**config.mk**
```make
export PLATFORM = sky130hd
export DESIGN_NAME = equalizer
export DESIGN_NICKNAME = d
export VERILOG_FILES = /design/src/rtl/equalizer.sv
export SDC_FILE = /design/constraint.sdc
export NUM_CORES = 1
export LEC_CHECK = 0
export BUFFER_PORTS_ARGS = -buffer_cell sky130_fd_sc_hd__buf_4
export CORE_ASPECT_RATIO = 1.5
export CORE_UTILIZATION = 57
export DETAILED_ROUTE_END_ITERATION = 8
export HOLD_SLACK_MARGIN = 0.12
export PLACE_DENSITY = 0.73
export SYNTH_ARGS = -nofsm -noshare
export SYNTH_HDL_FRONTEND = slang
export SYNTH_SLANG_ARGS = --single-unit
```
**constraint.sdc**
```tcl
create_clock -name clk -period 7.9 [get_ports clk]
set_input_delay 0.79 -clock clk [delete_from_list [all_inputs] [get_ports clk]]
set_output_delay 0.79 -clock clk [all_outputs]
set_load 0.005 [all_outputs]
```
**src/rtl/equalizer.sv**
```systemverilog
// Audio equalizer: I2S codec master with per-frame gain and level meter, volume read
// from channel 0 of a SPI ADC.
module equalizer (
  input  logic       clk,
  input  logic       rst,
  output logic [7:0] LED,
  output logic       A2D_SS_n,
  output logic       A2D_SCLK,
  output logic       A2D_MOSI,
  input  logic       A2D_MISO,
  output logic       MCLK,
  output logic       SCLK,
  output logic       LRCLK,
  input  logic       SDout,
  output logic       SDin,
  output logic       RSTn,
  output logic       AMP_ON
);

  localparam logic [9:0]         SPI_GAP  = 10'd32;
  localparam logic [9:0]         SPI_LAST = 10'd543;
  localparam logic [2:0]         ADC_CH   = 3'd0;
  localparam logic [15:0]        ADC_CMD  = {2'b00, ADC_CH, 11'd0};
  localparam logic signed [28:0] SAT_MAX  = 29'sd32767;
  localparam logic signed [28:0] SAT_MIN  = -29'sd32768;

  logic [9:0]         cnt_q, cnt_d;
  logic               rstn_q, rstn_d, amp_q, amp_d;
  logic [14:0]        rx_sr_q, rx_sr_d;
  logic signed [15:0] left_rx_q, left_rx_d;
  logic signed [15:0] tx_l_q, tx_l_d, tx_r_q, tx_r_d;
  logic [7:0]         led_q, led_d;
  logic               sdin_q, sdin_d;
  logic [9:0]         spi_q, spi_d;
  logic               ss_n_q, ss_n_d, sclk_q, sclk_d, mosi_q, mosi_d;
  logic [11:0]        miso_sr_q, miso_sr_d;
  logic [11:0]        vol_q, vol_d;
  logic [4:0]         slot_rx, slot_tx;
  logic signed [15:0] rx_word, tx_word;

  function automatic logic signed [15:0] sat16(input logic signed [28:0] v);
    if (v > SAT_MAX)      return 16'sh7fff;
    else if (v < SAT_MIN) return 16'sh8000;
    else                  return v[15:0];
  endfunction

  function automatic logic signed [15:0] apply_gain(input logic signed [15:0] s,
                                                    input logic [11:0] g);
    logic signed [28:0] a, b, prod;
    a    = {{13{s[15]}}, s};
    b    = $signed({17'd0, g});
    prod = a * b;
    return sat16(prod >>> 11);
  endfunction

  function automatic logic [7:0] level(input logic signed [15:0] s);
    logic [14:0] mag;
    if (s == 16'sh8000) mag = 15'h7fff;
    else if (s[15])     mag = 15'(-s);
    else                mag = s[14:0];
    return 8'(mag >> 7);
  endfunction

  // SPI cycle: 32 clk with SS_n high, then 16 bits of 32 clk (SCLK low half first).
  function automatic logic [2:0] spi_pins(input logic [9:0] sp);
    logic [8:0] off;
    if (sp < SPI_GAP) return 3'b100;
    off = 9'(sp - SPI_GAP);
    return {1'b0, |(off & 9'h010), ADC_CMD[4'd15 - 4'(off >> 5)]};
  endfunction

  always_comb begin
    cnt_d     = cnt_q + 10'd1;
    rstn_d    = rstn_q | (cnt_q == 10'd1023);
    amp_d     = amp_q | rstn_q;
    rx_sr_d   = rx_sr_q;
    left_rx_d = left_rx_q;
    tx_l_d    = tx_l_q;
    tx_r_d    = tx_r_q;
    led_d     = led_q;
    sdin_d    = sdin_q;
    slot_rx   = cnt_q[8:4];
    slot_tx   = cnt_d[8:4];
    rx_word   = $signed({rx_sr_q, SDout});
    tx_word   = cnt_d[9] ? tx_r_q : tx_l_q;

    // Codec receive on SCLK rising; right word completes the pair.
    if (cnt_q[3:0] == 4'd7 && slot_rx >= 5'd1 && slot_rx <= 5'd16) begin
      rx_sr_d = rx_word[14:0];
      if (slot_rx == 5'd16) begin
        if (!cnt_q[9]) begin
          left_rx_d = rx_word;
        end else begin
          tx_l_d = apply_gain(left_rx_q, vol_q);
          tx_r_d = apply_gain(rx_word, vol_q);
          led_d  = level(tx_l_d);
        end
      end
    end

    // Codec transmit on SCLK falling, one-period I2S delay after LRCLK edge.
    if (cnt_q[3:0] == 4'd15) begin
      if (slot_tx >= 5'd1 && slot_tx <= 5'd16) sdin_d = tx_word[4'(5'd16 - slot_tx)];
      else                                     sdin_d = 1'b0;
    end

    spi_d                    = (spi_q == SPI_LAST) ? 10'd0 : spi_q + 10'd1;
    {ss_n_d, sclk_d, mosi_d} = spi_pins(spi_d);
    miso_sr_d                = miso_sr_q;
    vol_d                    = vol_q;
    if (!ss_n_d && !sclk_q && sclk_d) miso_sr_d = {miso_sr_q[10:0], A2D_MISO};
    if (spi_q == SPI_LAST)            vol_d     = miso_sr_q;
  end

  always_ff @(posedge clk or posedge rst) begin
    if (rst) begin
      cnt_q     <= '0;
      rstn_q    <= 1'b0;
      amp_q     <= 1'b0;
      rx_sr_q   <= '0;
      left_rx_q <= '0;
      tx_l_q    <= '0;
      tx_r_q    <= '0;
      led_q     <= '0;
      sdin_q    <= 1'b0;
      spi_q     <= '0;
      ss_n_q    <= 1'b1;
      sclk_q    <= 1'b0;
      mosi_q    <= 1'b0;
      miso_sr_q <= '0;
      vol_q     <= '0;
    end else begin
      cnt_q     <= cnt_d;
      rstn_q    <= rstn_d;
      amp_q     <= amp_d;
      rx_sr_q   <= rx_sr_d;
      left_rx_q <= left_rx_d;
      tx_l_q    <= tx_l_d;
      tx_r_q    <= tx_r_d;
      led_q     <= led_d;
      sdin_q    <= sdin_d;
      spi_q     <= spi_d;
      ss_n_q    <= ss_n_d;
      sclk_q    <= sclk_d;
      mosi_q    <= mosi_d;
      miso_sr_q <= miso_sr_d;
      vol_q     <= vol_d;
    end
  end

  assign MCLK     = cnt_q[1];
  assign SCLK     = cnt_q[3];
  assign LRCLK    = cnt_q[9];
  assign RSTn     = rstn_q;
  assign AMP_ON   = amp_q;
  assign SDin     = sdin_q;
  assign LED      = led_q;
  assign A2D_SS_n = ss_n_q;
  assign A2D_SCLK = sclk_q;
  assign A2D_MOSI = mosi_q;

endmodule

```
==> impl_metrics.yaml, run 1 <==
final_layout:
  diodes: 0
  syn_to_final_growth_pct: 5.74
  drive_gt1_share_pct: 8.07
  fillers: 2779
  fin_nets: 2533
grt:
  first_global_vias: 15500
  grt_usage_pct: 27.9
  grt_start_max_net_pins: 74
  antenna_found_initial: 0
  grtUsageMet2_pct: 52.0
  grt_pass1_wl_um: 76500
  grt_overflow: 0
  grt_util_met1_pct: 32.1
  grt_busiest_layer: "met2"
  grt_util_met3_pct: 3.20
sta:
  setup_viol: 0
  fin_tns_setup_ns: 0
  max_freq_mhz: 135
  finalCritPeriodShare_pct: 93.5
  grt_setup_unrepaired: "false"
  finalHoldViolations: 0
  slew-limit-headroom_pct: 30.1
  hold_ws_ns: 0.450
  min_period_ns: 7.38
  worst_pin_slew_ns: 1.05
  clock_skew_ns: 0.0108
  drv_slew: 0
pwr:
  seqPwrFrac_pct: 41.4
  power_frac_comb_pct: 1.0
  leakagePower_nw: 10.8
  internal-power_w: 0.00118
  pwr_density_cell_nw_per_um2: 72.7
  p_sw_w: 0.000318
  clkPwrFrac_pct: 57.5
  switching_share_pct: 21.2
  peakVddDrop_mv: 0.178
clock_tree:
  worstSkewPairLatency_ns: 0.42
  post_cts_resized: 0
  post_cts_buffers: 0
  cts_max_path_buffers: 2
  cts.clk_slew.worst_paths_ns: 0.06
  cts_hold_buf: 0
  cts_max_level: 4
  cts.sinks: 120
  tritoncts: "done"
  cts_root_buffer: "clkbuf_16"
  cts_made_buffers: 17
placement:
  place_congestion: 0.936
  dpl.hpwl_um: 35500
  io_buffer_count: 19
synthesis:
  ys_seq_area_share_pct: 15.4
  netlist_instances: 2080
  post-synth-top-area-fraction_pct: 36.4
  yosysUniqueCellTypes: 78
  synth.avg_cell_area_sq_um: 9.36
  synth-edff-count: 0
  ys.flop_type: "dfrtp_1"
  ys_seq_elements: 120
  syn-num-nets: 2568
  netlist_area_sq_um: 19500
  ys_warn_count: 0
  netlist_top_cells_area: "fa_1, dfrtp_1, inv_1"
  netlist.top_cell.by_area: "fa_1"
  async_flop_share_pct: 100
detailed_routing:
  wirelength_um: 44500
  dr.pass1.iters: 5
  viasPerCell: 5.63
  drc: 0
  drtIter0Drc: 698
  drtAntennaViolNets: 0
  wl_per_cell_um: 17.9
  vias: 14000
floorplanning:
  dieArea_sq_um: 34900
  die_h_um: 228
  num_rows: 82
  start_util_pct: 58.0
  io_pins: 21
  die_w_um: 153
  core_area_sq_um: 33500
worst_setup_path:
  cp_top_family: "adder cells"
  reg2reg_depth: 21
  cp_cell_sequence: "buf_4 -> nand2_1 -> fa_1 -> fa_1 -> inv_1 -> fa_1 -> fa_1 -> inv_1 -> fa_1 -> inv_1 -> ha_1 -> a21oi_2 -> o21ai_2 -> o31ai_4 -> a2111o_1 -> o311ai_1 -> nor4_2 -> or4b_1 -> o21ai_1 -> nand2_1 -> a31oi_1"
  reg2reg_from: "vol_q[6]$_DFFE_PP0N_"
  critical-path-max-stage-delay_ns: 0.79
  crit_start: "vol_q[6]$_DFFE_PP0N_"
  worst_r2r_endpoint: "LED[4]$_DFFE_PP0P_"
  path_max_fanout: 18
  slowest_stage: "dfrtp_1"
  cp.required_ns: 8.24
  endpoint_kind: "register"
  timing.critical_path.mode_cell: "fa_1"
  worst-path-buf-inv: 4
  cp.arrival_ns: 7.73
  r2r_slack_ns: 0.52
  path_class: "register to register"
  cp-start-kind: "register"
job:
  cap_viol_max_count: 0
outcome:
  outcome: "finished clean"
hold_path:
  hold_class: "input port to async pin"
==> cells by family (layout without fill, tap and decap cells) <==
group | after synthesis | after routing | synth area share [%]
adders and majority gates | 484 | 484 | 44.8
xor gates and xnor gates | 57 | 57 | 2.63
muxes | 70 | 70 | 4.60
other | 1 | 1 | 0.0193
AOI/OAI and AO/OA | 193 | 193 | 6.54
DFF | 120 | 120 | 15.4
and+or+nand+nor | 608 | 608 | 15.4
buffers and inverters | 547 | 525 | 10.6
==> worst reg2reg max path, cell delays in order (launching register included) <==
cell and delay, ns:
dfrtp_1 0.79, buf_4 0.37, nand2_1 0.11, fa_1 0.41
fa_1 0.42, inv_1 0.08, fa_1 0.44, fa_1 0.60
inv_1 0.06, fa_1 0.48, inv_1 0.04, ha_1 0.39
a21oi_2 0.18, o21ai_2 0.13, o31ai_4 0.40, a2111o_1 0.18
o311ai_1 0.23, nor4_2 0.58, or4b_1 0.63, o21ai_1 0.33
nand2_1 0.24, a31oi_1 0.22
==> cell usage after synthesis, drive strengths merged, types with 11 or more instances <==
cell type  instances
ha               130
nand2            252
a31oi             11
dfrtp            119
nor3              15
and2             188
a21oi             62
xnor2             34
clkbuf            89
o21ai             40
a21o              14
xor2              22
mux2              56
nand3             24
nor2              71
inv              452
fa               354
==> stage by stage <==
step | instance area, sq um | cells | power, W | util, % | setup slack [ns]
floorplan | 19500 | 2080 | 0.000640 | - | 1.43
global placement | 19900 | 2446 | 0.000647 | 59.4 | 0.688
detailed placement | 19900 | 2446 | 0.000647 | 59.4 | 0.574
CTS | 20600 | 2478 | 0.00151 | 61.4 | 0.564
global route | 20600 | 2478 | 0.00154 | 61.4 | 0.193
finish | 20600 | 2478 | 0.00150 | 61.4 | 0.516
==> sequential cells by signal, indices dropped and copies added (netlist names), 8 cells and up <==
signal and cells:
LED 8, cnt_q 10, left_rx_q 16, miso_sr_q 12, rx_sr_q 15, spi_q 10, tx_l_q 16, tx_r_q 16
vol_q 12
==> power by group through the flow <==
stage	logic, W	registers (W)	clock network (W)
3_3_place_gp	0.0000162	0.000631	0
6_report	0.0000155	0.000620	0.000861
2_1_floorplan	0.0000123	0.000628	0
4_1_cts	0.0000165	0.000620	0.000872
5_1_grt	0.0000185	0.000620	0.000899
3_5_place_dp	0.0000166	0.000631	0
==> worst max path at each step <==
stage                    endpoint  slack (ns)  cells past startpoint
2_1_floorplan  LED[4]$_DFFE_PP0P_        1.43                     22
3_3_place_gp   LED[5]$_DFFE_PP0P_        0.69                     21
3_5_place_dp   LED[4]$_DFFE_PP0P_        0.57                     21
4_1_cts        LED[4]$_DFFE_PP0P_        0.56                     21
5_1_grt        LED[4]$_DFFE_PP0P_        0.19                     21
6_report       LED[4]$_DFFE_PP0P_        0.52                     21
==> cell type report <==
cell class,instances,area [sq um],area share (%)
clock buffer,17,425,2.07
clock inverter,15,226,1.10
sequential,120,3000,14.6
timing repair buffer,41,308,1.49
inverter,452,1700,8.25
multi-input combinational,1413,14400,69.9
tap,420,526,2.55
==> routing by layer <==
metal  vias up  share of wire, %  wire length (um)
li1       6266                 -                 -
met2       328                56             24800
met1      7261                37             16500
met4         0               3.9              1740
met3       102               3.3              1460
met5         -                 0                 0
==> placed cells by master, fill, tap and decap left out, types with 6 or more instances in the layout <==
cell type	n
buf_4	41
nor2_1	70
a21oi_1	59
nand4_1	7
fa_1	354
a21o_1	14
o21a_1	7
nand3_1	24
or2_2	7
o22ai_1	6
or3_1	6
and2_1	188
o21ai_0	37
ha_1	130
mux4_2	10
and3_1	10
xnor2_1	34
dfrtp_1	119
nor3_1	14
clkbuf_16	17
mux2_2	56
a31oi_1	11
xor2_1	22
a211oi_1	7
inv_1	450
nand2_1	252
nor2b_1	6
No activity file was read; power rests on OpenSTA's default activity.
==> inputs of run 2 (changes only) <==
--- a/config.mk
+++ b/config.mk
@@ -6,11 +6,13 @@
 export NUM_CORES = 1
 export LEC_CHECK = 0
 export BUFFER_PORTS_ARGS = -buffer_cell sky130_fd_sc_hd__buf_4
+export CAP_MARGIN = 15
 export CORE_ASPECT_RATIO = 1.5
 export CORE_UTILIZATION = 57
 export DETAILED_ROUTE_END_ITERATION = 8
 export HOLD_SLACK_MARGIN = 0.12
 export PLACE_DENSITY = 0.73
+export RECOVER_POWER = 100
 export SYNTH_ARGS = -nofsm -noshare
 export SYNTH_HDL_FRONTEND = slang
 export SYNTH_SLANG_ARGS = --single-unit
==> run 2 against run 1 <==
The flow now finishes with violations (capacitance limit, slew limit). Core utilization is 0.097 points lower. Largest power group unchanged. Flip-flop and latch count stayed put. Register-to-register slack better by 0.05 ns. Cell area is 0.16% lower. Critical endpoint unchanged.
==> impl_metrics.yaml, run 2 (synthesis gave the netlist of run 1 again) <==
worst_setup_path:
  critical-path-max-stage-delay_ns: 0.65
  path_max_fanout: 22
  cp.required_ns: 8.24
  endpoint_kind: "register"
  reg2reg_from: "vol_q[7]$_DFFE_PP0N_"
  timing.critical_path.mode_cell: "fa_1"
  worst-path-buf-inv: 4
  slowest_stage: "dfrtp_1"
  cp_top_family: "adder cells"
  path_class: "register to register"
  cp_cell_sequence: "buf_4 -> nand2_1 -> fa_1 -> fa_1 -> fa_1 -> inv_1 -> fa_1 -> inv_1 -> fa_1 -> inv_1 -> ha_1 -> a21oi_2 -> o21ai_2 -> o31ai_4 -> a2111o_1 -> o311ai_1 -> nor4_2 -> or4b_1 -> o21ai_1 -> nand2_1 -> a31oi_1"
  cp.arrival_ns: 7.68
  cp-start-kind: "register"
  crit_start: "vol_q[7]$_DFFE_PP0N_"
final_layout:
  syn_to_final_growth_pct: 5.57
  fillers: 2788
  fin_nets: 2533
  fin_area_sq_um: 20600
  final_cell_mix: "inv_1, fa_1, nand2_1"
  final_common_cell: "inv_1"
  multi_input_area_sq_um: 14400
  diodes: 0
  top_regs: "left_rx_q x16, tx_l_q x16, tx_r_q x16"
  drive_gt1_share_pct: 7.48
  regArea_sq_um: 3000
sta:
  grt_setup_unrepaired: "false"
  min_period_ns: 7.34
  drv_slew: 123
  clock_skew_ns: 0.0117
  setup_viol: 0
  slew-limit-headroom_pct: -158
  finalHoldViolations: 0
  fin_tns_setup_ns: 0
  worst_pin_slew_ns: 3.87
  finalCritPeriodShare_pct: 92.9
  max_freq_mhz: 136
grt:
  antenna_found_initial: 0
  first_global_vias: 15500
  grt_start_max_net_pins: 74
  grt_overflow: 0
  grt_pass1_wl_um: 76500
  grt_usage_pct: 27.9
detailed_routing:
  viasPerCell: 5.64
  drc: 0
  wl_per_cell_um: 17.9
  drtAntennaViolNets: 0
  wirelength_um: 44400
  drtIter0Drc: 655
  dr.pass1.iters: 6
  vias: 14000
clock_tree:
  cts.sinks: 120
  tritoncts: "done"
  post_cts_buffers: 0
  cts_root_buffer: "clkbuf_16"
  cts_max_path_buffers: 2
  cts_hold_buf: 0
  cts.clk_slew.worst_paths_ns: 0.06
  cts_max_level: 4
  cts_made_buffers: 17
  post_cts_resized: 0
  worstSkewPairLatency_ns: 0.42
outcome:
  outcome: "finished with violations"
  violations: "capacitance limit, slew limit"
hold_path:
  min_from: "spi_q[0]$_DFF_PP0_"
  hold_class: "register to register"
placement:
  dpl_cell_area_sq_um: 19900
  io_buffer_count: 19
  place_congestion: 0.936
  dpl.hpwl_um: 35500
floorplanning:
  num_rows: 82
  core_area_sq_um: 33500
  die_w_um: 153
  io_pins: 21
  start_util_pct: 58.0
  dieArea_sq_um: 34900
  die_h_um: 228
pwr:
  pwr_density_cell_nw_per_um2: 72.8
  peakVddDrop_mv: 0.177
  leakagePower_nw: 10.8
job:
  cap_viol_max_count: 2
==> run 2: cell count changes in the layout (fill, tap and decap cells not counted), moves of 3 or more <==
cell      change
clkbuf_1      +7
mux2_2        -3
clkbuf_4     +14
mux2_1        +3
buf_4        -21
==> run 2: layout make-up <==
cell class / count / area share [%]
inverter: 452 / 8.26
tap: 420 / 2.56
sequential: 120 / 14.6
clock inverter: 15 / 1.10
clock buffer: 17 / 2.07
multi-input combinational: 1413 / 70.0
timing repair buffer: 41 / 1.37
==> run 2: metal layers <==
layer,vias up,routed length [um],global-route usage (%)
met5,-,0,0
met1,7257,16400,32.1
met2,336,24700,52.0
li1,6269,-,-
met3,106,1600,3.20
met4,0,1710,11.8
==> run 2: worst paths after layout <==
| path | to | slack, ns | depth (start not counted) |
|---|---|---|---|
| max | LED[4]$_DFFE_PP0P_ | 0.56 | 21 |
| max reg2reg | LED[4]$_DFFE_PP0P_ | 0.56 | 21 |
| min reg2reg | spi_q[0]$_DFF_PP0_ | 0.45 | 1 |
| min | spi_q[0]$_DFF_PP0_ | 0.45 | 1 |
| min in group asynchronous | cnt_q[0]$_DFF_PP0_ | 0.92 | 2 |
| max in group asynchronous | rx_sr_q[10]$_DFFE_PP0P_ | 2.56 | 3 |
==> run 2: report_power, final <==
group	switching [W]	total [W]	internal [W]
clock network	0.000302	0.000863	0.000561
logic	0.0000133	0.0000150	0.00000167
registers	0.00000401	0.000620	0.000616
total	0.000319	0.00150	0.00118
==> run 2: metrics by stage <==
stage | hold WS [ns] | utilization (%) | worst slack, ns | std cells | total power, W
after floorplan | 0.433 | - | 1.43 | 2080 | 0.000640
after global placement | 0.443 | 59.4 | 0.688 | 2446 | 0.000647
after detailed placement | 0.450 | 59.4 | 0.574 | 2446 | 0.000647
after CTS | 0.457 | 61.4 | 0.564 | 2478 | 0.00151
after global routing | 0.484 | 61.3 | 0.109 | 2478 | 0.00154
final | 0.454 | 61.3 | 0.563 | 2478 | 0.00150
==> run 2: worst register-to-register path, delay by kind of cell, from the launching register on <==
family | cells | cell delay [ns]
fa+ha+maj | 6 | 2.89
compound gates | 7 | 1.64
simple gates | 4 | 1.55
flops | 1 | 0.65
buf+inv | 4 | 0.52
